==> config.mk <==
export PLATFORM = sky130hd
export DESIGN_NAME = conv_requant_drain_flat
export DESIGN_NICKNAME = d
export VERILOG_FILES = /design/src/rtl/conv_requant_drain_pkg.sv /design/src/rtl/conv_requant_drain_if.sv /design/src/rtl/conv_requant_drain_requant_unit.sv /design/src/rtl/conv_requant_drain.sv /design/src/flat_wrapper.sv
export SDC_FILE = /design/constraint.sdc
export NUM_CORES = 1
export LEC_CHECK = 0
export BUFFER_PORTS_ARGS = -buffer_cell sky130_fd_sc_hd__buf_2
export CORE_MARGIN = 5
export CORE_UTILIZATION = 50
export DETAILED_ROUTE_END_ITERATION = 12
export GPL_TIMING_DRIVEN = 1
export PLACE_DENSITY_LB_ADDON = 0.08
export RECOVER_POWER = 50
export SYNTH_ARGS = -nofsm -noshare
export SYNTH_HDL_FRONTEND = slang
export SYNTH_HIERARCHICAL = 1
export SYNTH_SLANG_ARGS = --single-unit
==> constraint.sdc <==
create_clock -name clk -period 10.8 [get_ports clk]
set_clock_uncertainty 0.1 [all_clocks]
set_input_delay 0 -clock clk [delete_from_list [all_inputs] [get_ports clk]]
set_output_delay 0 -clock clk [all_outputs]
set_load 0.02 [all_outputs]
==> src/rtl/conv_requant_drain_pkg.sv <==
// Shared types and defaults for the conv requantize/drain block.
package conv_pkg;

  localparam int ACC_W  = 27;
  localparam int OUT_W  = 8;
  localparam int NUM_PE = 4;

  typedef enum logic [1:0] {
    IDLE,
    DRAIN,
    FLUSH
  } state_t;

endpackage

==> src/rtl/conv_requant_drain_if.sv <==
// Valid/ready output stream carrying one requantized element and its PE index.
interface conv_requant_drain_if #(
  parameter int OUT_W = 8,
  parameter int IDX_W = 2
) ();

  logic                    out_valid;
  logic                    out_ready;
  logic signed [OUT_W-1:0] out_data;
  logic [IDX_W-1:0]        out_idx;

  modport master (
    output out_valid,
    output out_data,
    output out_idx,
    input  out_ready
  );

  modport slave (
    input  out_valid,
    input  out_data,
    input  out_idx,
    output out_ready
  );

endinterface

==> src/rtl/conv_requant_drain_requant_unit.sv <==
// Combinational requantizer: bias add, round-half-up shift, optional ReLU, saturate.
module requant_unit #(
  parameter int ACC_W = 27,
  parameter int OUT_W = 8
) (
  input  logic signed [ACC_W-1:0] i_sum,
  input  logic signed [ACC_W-1:0] i_bias,
  input  logic [3:0]              i_shift,
  input  logic                    i_relu,
  output logic signed [OUT_W-1:0] o_data
);

  localparam int W = ACC_W + 2;
  localparam logic signed [W-1:0] MAXV = W'((1 << (OUT_W - 1)) - 1);
  localparam logic signed [W-1:0] MINV = ~MAXV;

  logic signed [W-1:0] w_t;
  logic signed [W-1:0] w_rnd;
  logic signed [W-1:0] w_r;
  logic signed [W-1:0] w_s;

  always_comb begin
    w_t   = W'(i_sum) + W'(i_bias);
    w_rnd = '0;
    if (i_shift != 4'd0)
      w_rnd = W'(1) << (i_shift - 4'd1);
    w_r = (w_t + w_rnd) >>> i_shift;
    if (i_relu && w_r < 0)
      w_r = '0;
    w_s = w_r;
    if (w_r > MAXV)
      w_s = MAXV;
    else if (w_r < MINV)
      w_s = MINV;
    o_data = w_s[OUT_W-1:0];
  end

endmodule

==> src/rtl/conv_requant_drain.sv <==
// Latches all PE accumulators on capture and streams them out requantized, one per handshake.
module conv_requant_drain #(
  parameter  int NUM_PE = conv_pkg::NUM_PE,
  parameter  int ACC_W  = conv_pkg::ACC_W,
  parameter  int OUT_W  = conv_pkg::OUT_W,
  localparam int IDX_W  = $clog2(NUM_PE)
) (
  input  logic                    clk,
  input  logic                    resetn,
  input  logic                    capture,
  input  logic [NUM_PE*ACC_W-1:0] sum_flat,
  input  logic signed [ACC_W-1:0] bias,
  input  logic [3:0]              shift,
  input  logic                    relu_en,
  output logic                    busy,
  output logic                    done,
  output logic                    cap_err,
  conv_requant_drain_if.master    out
);

  import conv_pkg::*;

  state_t r_state;
  state_t w_next;

  logic signed [ACC_W-1:0] r_buf [NUM_PE];
  logic signed [ACC_W-1:0] r_bias;
  logic [3:0]              r_shift;
  logic                    r_relu;
  logic [IDX_W-1:0]        r_idx;

  logic                    r_valid;
  logic signed [OUT_W-1:0] r_data;
  logic [IDX_W-1:0]        r_oidx;
  logic                    r_done;
  logic                    r_cap_err;

  logic                    w_load;
  logic                    w_hs;
  logic                    w_last;
  logic                    w_cap_ok;
  logic                    w_cap_bad;
  logic                    w_drain_ld;
  logic                    w_flush_clr;
  logic signed [OUT_W-1:0] w_rq;

  assign w_load = !r_valid || out.out_ready;
  assign w_hs   = r_valid && out.out_ready;
  assign w_last = r_idx == IDX_W'(NUM_PE - 1);

  always_ff @(posedge clk or negedge resetn) begin
    if (!resetn)
      r_state <= IDLE;
    else
      r_state <= w_next;
  end

  always_comb begin
    w_next = r_state;
    unique case (r_state)
      IDLE:    if (capture) w_next = DRAIN;
      DRAIN:   if (w_load && w_last) w_next = FLUSH;
      FLUSH:   if (w_hs) w_next = IDLE;
      default: w_next = IDLE;
    endcase
  end

  always_comb begin
    w_cap_ok    = 1'b0;
    w_cap_bad   = 1'b0;
    w_drain_ld  = 1'b0;
    w_flush_clr = 1'b0;
    unique case (1'b1)
      (r_state == IDLE): w_cap_ok = capture;
      (r_state == DRAIN): begin
        w_cap_bad  = capture;
        w_drain_ld = w_load;
      end
      (r_state == FLUSH): begin
        w_cap_bad   = capture;
        w_flush_clr = w_hs;
      end
      default: ;
    endcase
  end

  assign busy = r_state != IDLE;

  always_ff @(posedge clk or negedge resetn) begin
    if (!resetn) begin
      for (int i = 0; i < NUM_PE; i++)
        r_buf[i] <= '0;
      r_bias  <= '0;
      r_shift <= '0;
      r_relu  <= 1'b0;
    end else if (w_cap_ok) begin
      for (int i = 0; i < NUM_PE; i++)
        r_buf[i] <= sum_flat[i*ACC_W +: ACC_W];
      r_bias  <= bias;
      r_shift <= shift;
      r_relu  <= relu_en;
    end
  end

  // idx wraps to 0 on the last load so it never points past the buffer
  always_ff @(posedge clk or negedge resetn) begin
    if (!resetn)
      r_idx <= '0;
    else if (w_cap_ok)
      r_idx <= '0;
    else if (w_drain_ld)
      r_idx <= w_last ? '0 : r_idx + IDX_W'(1);
  end

  requant_unit #(
    .ACC_W (ACC_W),
    .OUT_W (OUT_W)
  ) u_rq (
    .i_sum   (r_buf[r_idx]),
    .i_bias  (r_bias),
    .i_shift (r_shift),
    .i_relu  (r_relu),
    .o_data  (w_rq)
  );

  always_ff @(posedge clk or negedge resetn) begin
    if (!resetn) begin
      r_valid   <= 1'b0;
      r_data    <= '0;
      r_oidx    <= '0;
      r_done    <= 1'b0;
      r_cap_err <= 1'b0;
    end else begin
      r_done    <= w_flush_clr;
      r_cap_err <= w_cap_bad;
      if (w_drain_ld) begin
        r_valid <= 1'b1;
        r_data  <= w_rq;
        r_oidx  <= r_idx;
      end else if (w_flush_clr) begin
        r_valid <= 1'b0;
      end
    end
  end

  assign out.out_valid = r_valid;
  assign out.out_data  = r_data;
  assign out.out_idx   = r_oidx;
  assign done          = r_done;
  assign cap_err       = r_cap_err;

endmodule

==> src/flat_wrapper.sv <==
// flat-port wrapper written by rule: the top's interface ports become plain ports
module conv_requant_drain_flat import conv_pkg::*;
#(
  parameter  int NUM_PE = conv_pkg::NUM_PE,
  parameter  int ACC_W  = conv_pkg::ACC_W,
  parameter  int OUT_W  = conv_pkg::OUT_W,
  localparam int IDX_W  = $clog2(NUM_PE)
)
  (clk, resetn, capture, sum_flat, bias, shift, relu_en, busy, done, cap_err, out_out_valid, out_out_data, out_out_idx, out_out_ready);
  conv_requant_drain_if #(.OUT_W(OUT_W), .IDX_W((2))) out_i ();
  input  logic clk;
  input  logic resetn;
  input  logic capture;
  input  logic [NUM_PE*ACC_W-1:0] sum_flat;
  input  logic signed [ACC_W-1:0] bias;
  input  logic [3:0] shift;
  input  logic relu_en;
  output logic busy;
  output logic done;
  output logic cap_err;
  output wire logic [$bits(out_i.out_valid)-1:0] out_out_valid;
  output wire logic [$bits(out_i.out_data)-1:0] out_out_data;
  output wire logic [$bits(out_i.out_idx)-1:0] out_out_idx;
  input wire logic [$bits(out_i.out_ready)-1:0] out_out_ready;
  assign out_out_valid = out_i.out_valid;
  assign out_out_data = out_i.out_data;
  assign out_out_idx = out_i.out_idx;
  assign out_i.out_ready = out_out_ready;
  conv_requant_drain #(.NUM_PE(NUM_PE), .ACC_W(ACC_W), .OUT_W(OUT_W)) u_core (.clk(clk), .resetn(resetn), .capture(capture), .sum_flat(sum_flat), .bias(bias), .shift(shift), .relu_en(relu_en), .busy(busy), .done(done), .cap_err(cap_err), .out(out_i));
endmodule
### Word level (Yosys, flattened, before mapping)

Cells that the tools add are included.

| cells by class | value |
|---|---|
| equality and inequality tests | 6 |
| reductions and logical operators | 12 |
| order comparisons | 4 |
| bitwise logic cells | 1 |
| shift-type cells | 2 |
| multiplexer cells | 20 |
| add/sub/neg operators | 4 |

Operators by type and width:

| kind | number |
|---|---|
| $mux 29 | 2 |
| $bmux 27 s2 | 1 |
| $mux 27 | 2 |
| $add 29x29->29 | 1 |
| $gt 29x8->1 const B | 1 |
| $lt 29x1->1 const B | 1 |
| $lt 29x8->1 const B | 1 |
| $shl 1x4->29 const A | 1 |
| $sshr 29x4->29 | 1 |
| $add 27x27->28 | 1 |
| $mux 8 | 2 |
| $mux 2 | 6 |
| $mux 1 | 6 |
| $pmux 2 s3 | 1 |
| $reduce_bool 2->1 | 3 |
| $eq 2x2->1 const B | 2 |
| $ne 2x1->1 const B | 2 |
| $reduce_bool 4->1 | 1 |
| $sub 4x1->4 const B | 1 |
| $ge 3x3->1 const B | 1 |
| $logic_and 1x1->1 | 3 |
| $not 2->3 | 1 |
| $reduce_and 3->1 | 1 |
| $add 2x1->2 const B | 1 |
| other kinds (6) | 6 |

| word-level totals | value |
|---|---|
| register bits after elaboration | 157 |
| logic and storage cells | 63 |
| input bits | 144 |

### Longest topological paths before layout

| logic depth | value |
|---|---|
| depth after elaboration | 13 |
| depth in mapped cells | 24 |
| mapped depth without buffers | 19 |

### By module

The synthesis kept the hierarchy.

By module, submodules not included:

| module | cells each | times used | sequential area each (µm²) | area an instance (µm²) |
|---|---|---|---|---|
| conv_requant_drain | 385 | 1 | 3928.8 | 6894.1 |
| requant_unit | 647 | 1 | 0.0 | 4398.0 |

### Worst setup path before layout

No wires, ideal clock.

| timing | value |
|---|---|
| path kind | reg2reg |
| from | register u_core.r_shift[2] |
| to | register u_core.r_data[0], in the netlist u_core/out.out_data[0] |
| setup slack | 5147 ps |
| cell stages (with the launch flop) | 23 |
| required time | 10572 ps |
| buffers on the path | 5 |
| period minus slack after synthesis | 5653 ps |
| arrival time | 5425 ps |
| path through | dfrtp_1 > clkbuf_1 > clkbuf_1 > buf_4 > buf_6 > nor3_1 > fa_1 > ha_1 > fa_1 > a211oi_2 > o21a_1 > or4_4 > a311oi_2 > or4_1 > clkbuf_2 > nand2_1 > a21o_1 > or4_1 > nor4_1 > a21oi_1 > a211oi_2 > o32ai_1 > mux2_1 |

| on the way | value |
|---|---|
| longest elaborated chain between the ends | 11 |

RTL lines:

| element | line | source |
|---|---|---|
| from (decl) | conv_requant_drain.sv:28 | `logic [3:0] r_shift;` |
| from (signal assigned) | conv_requant_drain.sv:100 | `r_shift <= shift;` |
| $sub 4x1->4 | conv_requant_drain_requant_unit.sv:26 | `w_rnd = W'(1) << (i_shift - 4'd1);` |
| $shl 1x4->29 | conv_requant_drain_requant_unit.sv:26 |  |
| $mux 29 | conv_requant_drain_requant_unit.sv:25 | `if (i_shift != 4'd0)` |
| $add 29x29->29 | conv_requant_drain_requant_unit.sv:27 | `w_r = (w_t + w_rnd) >>> i_shift;` |
| $sshr 29x4->29 (*) | conv_requant_drain_requant_unit.sv:27 |  |
| $lt 29x1->1 | conv_requant_drain_requant_unit.sv:28 | `if (i_relu && w_r < 0)` |
| $logic_and 1x1->1 | conv_requant_drain_requant_unit.sv:28 |  |
| $mux 29 (*) | conv_requant_drain_requant_unit.sv:28 |  |
| $lt 29x8->1 | conv_requant_drain_requant_unit.sv:33 | `else if (w_r < MINV)` |
| $mux 8 | conv_requant_drain_requant_unit.sv:33 |  |
| $mux 8 (*) | conv_requant_drain_requant_unit.sv:31 | `if (w_r > MAXV)` |
| named net u_core.w_rq[0] | conv_requant_drain.sv:45 | `logic signed [OUT_W-1:0] w_rq;` |
| to (signal assigned) | conv_requant_drain.sv:138 | `r_data <= w_rq;` |
| to (decl) | conv_requant_drain.sv:33 | `logic signed [OUT_W-1:0] r_data;` |

The timed path passes the listed nets; every way through them passes the cells marked *.
A chain may end at the register's enable or synchronous reset.

==> metrics.cfg <==
[timing]
report.final.slew_viol_count=194
slew_headroom=-2.03
rsz0062_at_grt=no
hold_viol=0
setup_tns_ns=0
fin_crit_sh=0.701
tightest_slew_ns=4.55
setup_violations=0
max_clock_freq_mhz=132
whs_ns=0.236
fin_crit_ns=7.57

[synth]
syn_area_um2=11300
synth_edf_count=0
synth.distinct_cells=79
synthFlopType=dfrtp_1
ys_top_cells_by_area=dfrtp_1 35%, mux2_4 10%, mux2_2 7.2%, mux4_2 6.4%, ha_1 4.9%
ys_ff_latch=157
syn_inst=1032
async_flop_share=1.00
synth_top_area_frac=0.348
syn_avg_cell_area_um2=10.9
ys_seq_area_frac=0.348
synth_compound_area_frac=0.137
synth-adder-area-share=0.0789
yosys.area.top_type=dfrtp_1
yosysMostFrequentCell=dfrtp_1
synthSimpleGateAreaFrac=0.107
synth.area.mux_share=0.262
synth_top_family_by_area=multiplexers
synth_warnings=6
synthXorXnorAreaFrac=0.0116
synth_commonest_cells=157 x dfrtp_1, 78 x mux2_4, 72 x mux2_2, 69 x nand2_1, 62 x inv_1
syn-num-nets=1237

[global_route]
grt_use_total=0.249
grt_pass1_wl_um=51800
grt_pass1_vias=9606
grt_max_degree=81
antenna_found_initial=1
overflow=0

[cts]
path_clk_slew_ns=0.07
insertion_delay_ns=0.42
cts_sinks=157
clk_path_buf_depth=2
h-tree-depth=4
cts_setup_buffers=0
ctsResizeCount=0
numCtsBuffers=17
cts-root-buf=clkbuf_16
cts_tree=built

[worst_setup_path]
cp_common_cell=clkbuf_1
r2r_slack_ns=3.71
r2r_cells=20
cp_cell_sequence=dlygate4sd3_1, clkbuf_1, clkbuf_1
r2r_start=u_core/r_shift[2]
r2r_end=u_core/out.out_data[4]
end_kind=async pin
crit_type=primary input to async pin
cp-endpoint=u_core/r_idx[0]
startpoint_type=primary input
crit_path_max_fanout=80
crit_start=resetn
worstPathRequired_ns=10.00
cpPeakStageDelay_ns=3.17
worstPathArrival_ns=6.77
critPathSlowestCell=clkbuf_1

[die]
fp.dieW_um=160
initial_utilization=0.503
die_h_um=160
core_region_area_um2=22400
io_pins=158
die_area_um2=25700
floorplan.rows=55

[placed_design]
dpl_cell_area_um2=12100
place_congestion=0.947
dp_hpwl_um=22600
io_buffers=157

[route]
vias=9343
first_pass_iters=6
postRouteAntennaNets=0
vias_per_cell=5.86
drt_iter0_drc=684
drc_errors=0
wl_um=32100
wl_per_cell_um=20.1

[status]
violations=max-capacitance violations, max-slew violations
status=finished with violations

[final_layout]
num-fill-cells=1841
drive_gt1_frac=0.288
synthToLayoutAreaGrowth_pct=24.6
nets=1501
finalInstanceArea_um2=14100
post-route-util=0.627

[hold_path]
hold_path_class=primary input to register

[job]
drv_cap=3

==> per-stage QoR <==
stage                     setup WS (ns)  cells
after floorplan                    5.15   1032
after global placement             3.95   1419
after detailed placement           3.89   1419
after CTS                          3.90   1594
after global routing               1.60   1595
final                              3.23   1595
==> repair_timing <==
item                       in CTS  in global routing
hold buffers                  143                  0
hold endpoints to repair      225                  0
setup endpoints to repair       0                  0
==> registers in the layout (all words and copies together), names as in the netlist <==
| signal | flops |
|---|---|
| u_core/r_state | 2 |
| u_core/done | 1 |
| u_core/r_idx | 2 |
| u_core/out.out_idx | 2 |
| u_core/r_shift | 4 |
| u_core/out.out_data | 8 |
| u_core/r_bias | 27 |
| u_core/r_buf | 108 |
| u_core/cap_err | 1 |
| u_core/out.out_valid | 1 |
| u_core/r_relu | 1 |
==> layer usage <==
layer | track usage | routed length [µm] | vias up
li1 | - | - | 4346
met1 | 0.342 | 14100 | 4640
met2 | 0.413 | 15600 | 304
met3 | 0.0385 | 1670 | 53
met4 | 0.0704 | 665 | 0
met5 | 0 | 0 | -
==> cell families (layout without fill, tap and decap cells) <==
group	Yosys count	in the layout
AND/OR/NAND/NOR	240	240
AO/OA/AOI/OAI	223	223
multiplexers	207	207
flip-flops	157	157
buffers and inverters	128	405
adder cells (fa/ha/maj)	61	61
XOR/XNOR	15	15
other	1	2
==> cell usage in the layout, fill, tap and decap left out, types with 19 or more instances in the layout <==
master | netlist | routed
mux2_2 | 72 | 72
mux2_4 | 78 | 64
o21ai_0 | 35 | 35
dfrtp_1 | 157 | 156
nand2_1 | 69 | 69
buf_2 | 19 | 142
nand3_1 | 24 | 24
mux2_1 | 9 | 23
mux4_2 | 32 | 32
nor2_1 | 48 | 48
a211oi_1 | 19 | 19
inv_1 | 62 | 62
dlygate4sd3_1 | 0 | 143
a21oi_1 | 57 | 57
ha_1 | 44 | 44
==> critical path, delay by kind of cell <==
| family | cells | cell delay (ns) |
|---|---|---|
| buffers and inverters | 3 | 6.67 |
==> area by class of cell <==
cell class | count | area, µm² | area share
sequential | 157 | 3930 | 0.279
clock inverter | 14 | 149 | 0.0106
timing repair buffer | 310 | 2270 | 0.161
tap | 285 | 357 | 0.0254
multi-input combinational | 747 | 6690 | 0.476
clock buffer | 18 | 429 | 0.0305
antenna | 1 | 2.50 | 0.000178
inverter | 63 | 236 | 0.0168
==> worst min-delay path by stage <==
stage                 start                to  slack, ns  cells after the start
6_report       sum_flat[45]  u_core/r_buf[72]       0.24                      3
5_1_grt        sum_flat[71]  u_core/r_buf[44]       0.24                      3
4_1_cts              resetn  u_core/r_bias[1]       0.11                      2
3_5_place_dp         resetn  u_core/r_bias[1]       0.01                      1
3_3_place_gp         resetn  u_core/r_bias[2]       0.01                      1
2_1_floorplan        resetn    u_core/cap_err      -0.40                      0
Power is not shown: default switching activity piles up to over one toggle a cycle in this logic, so the estimate is an artifact.
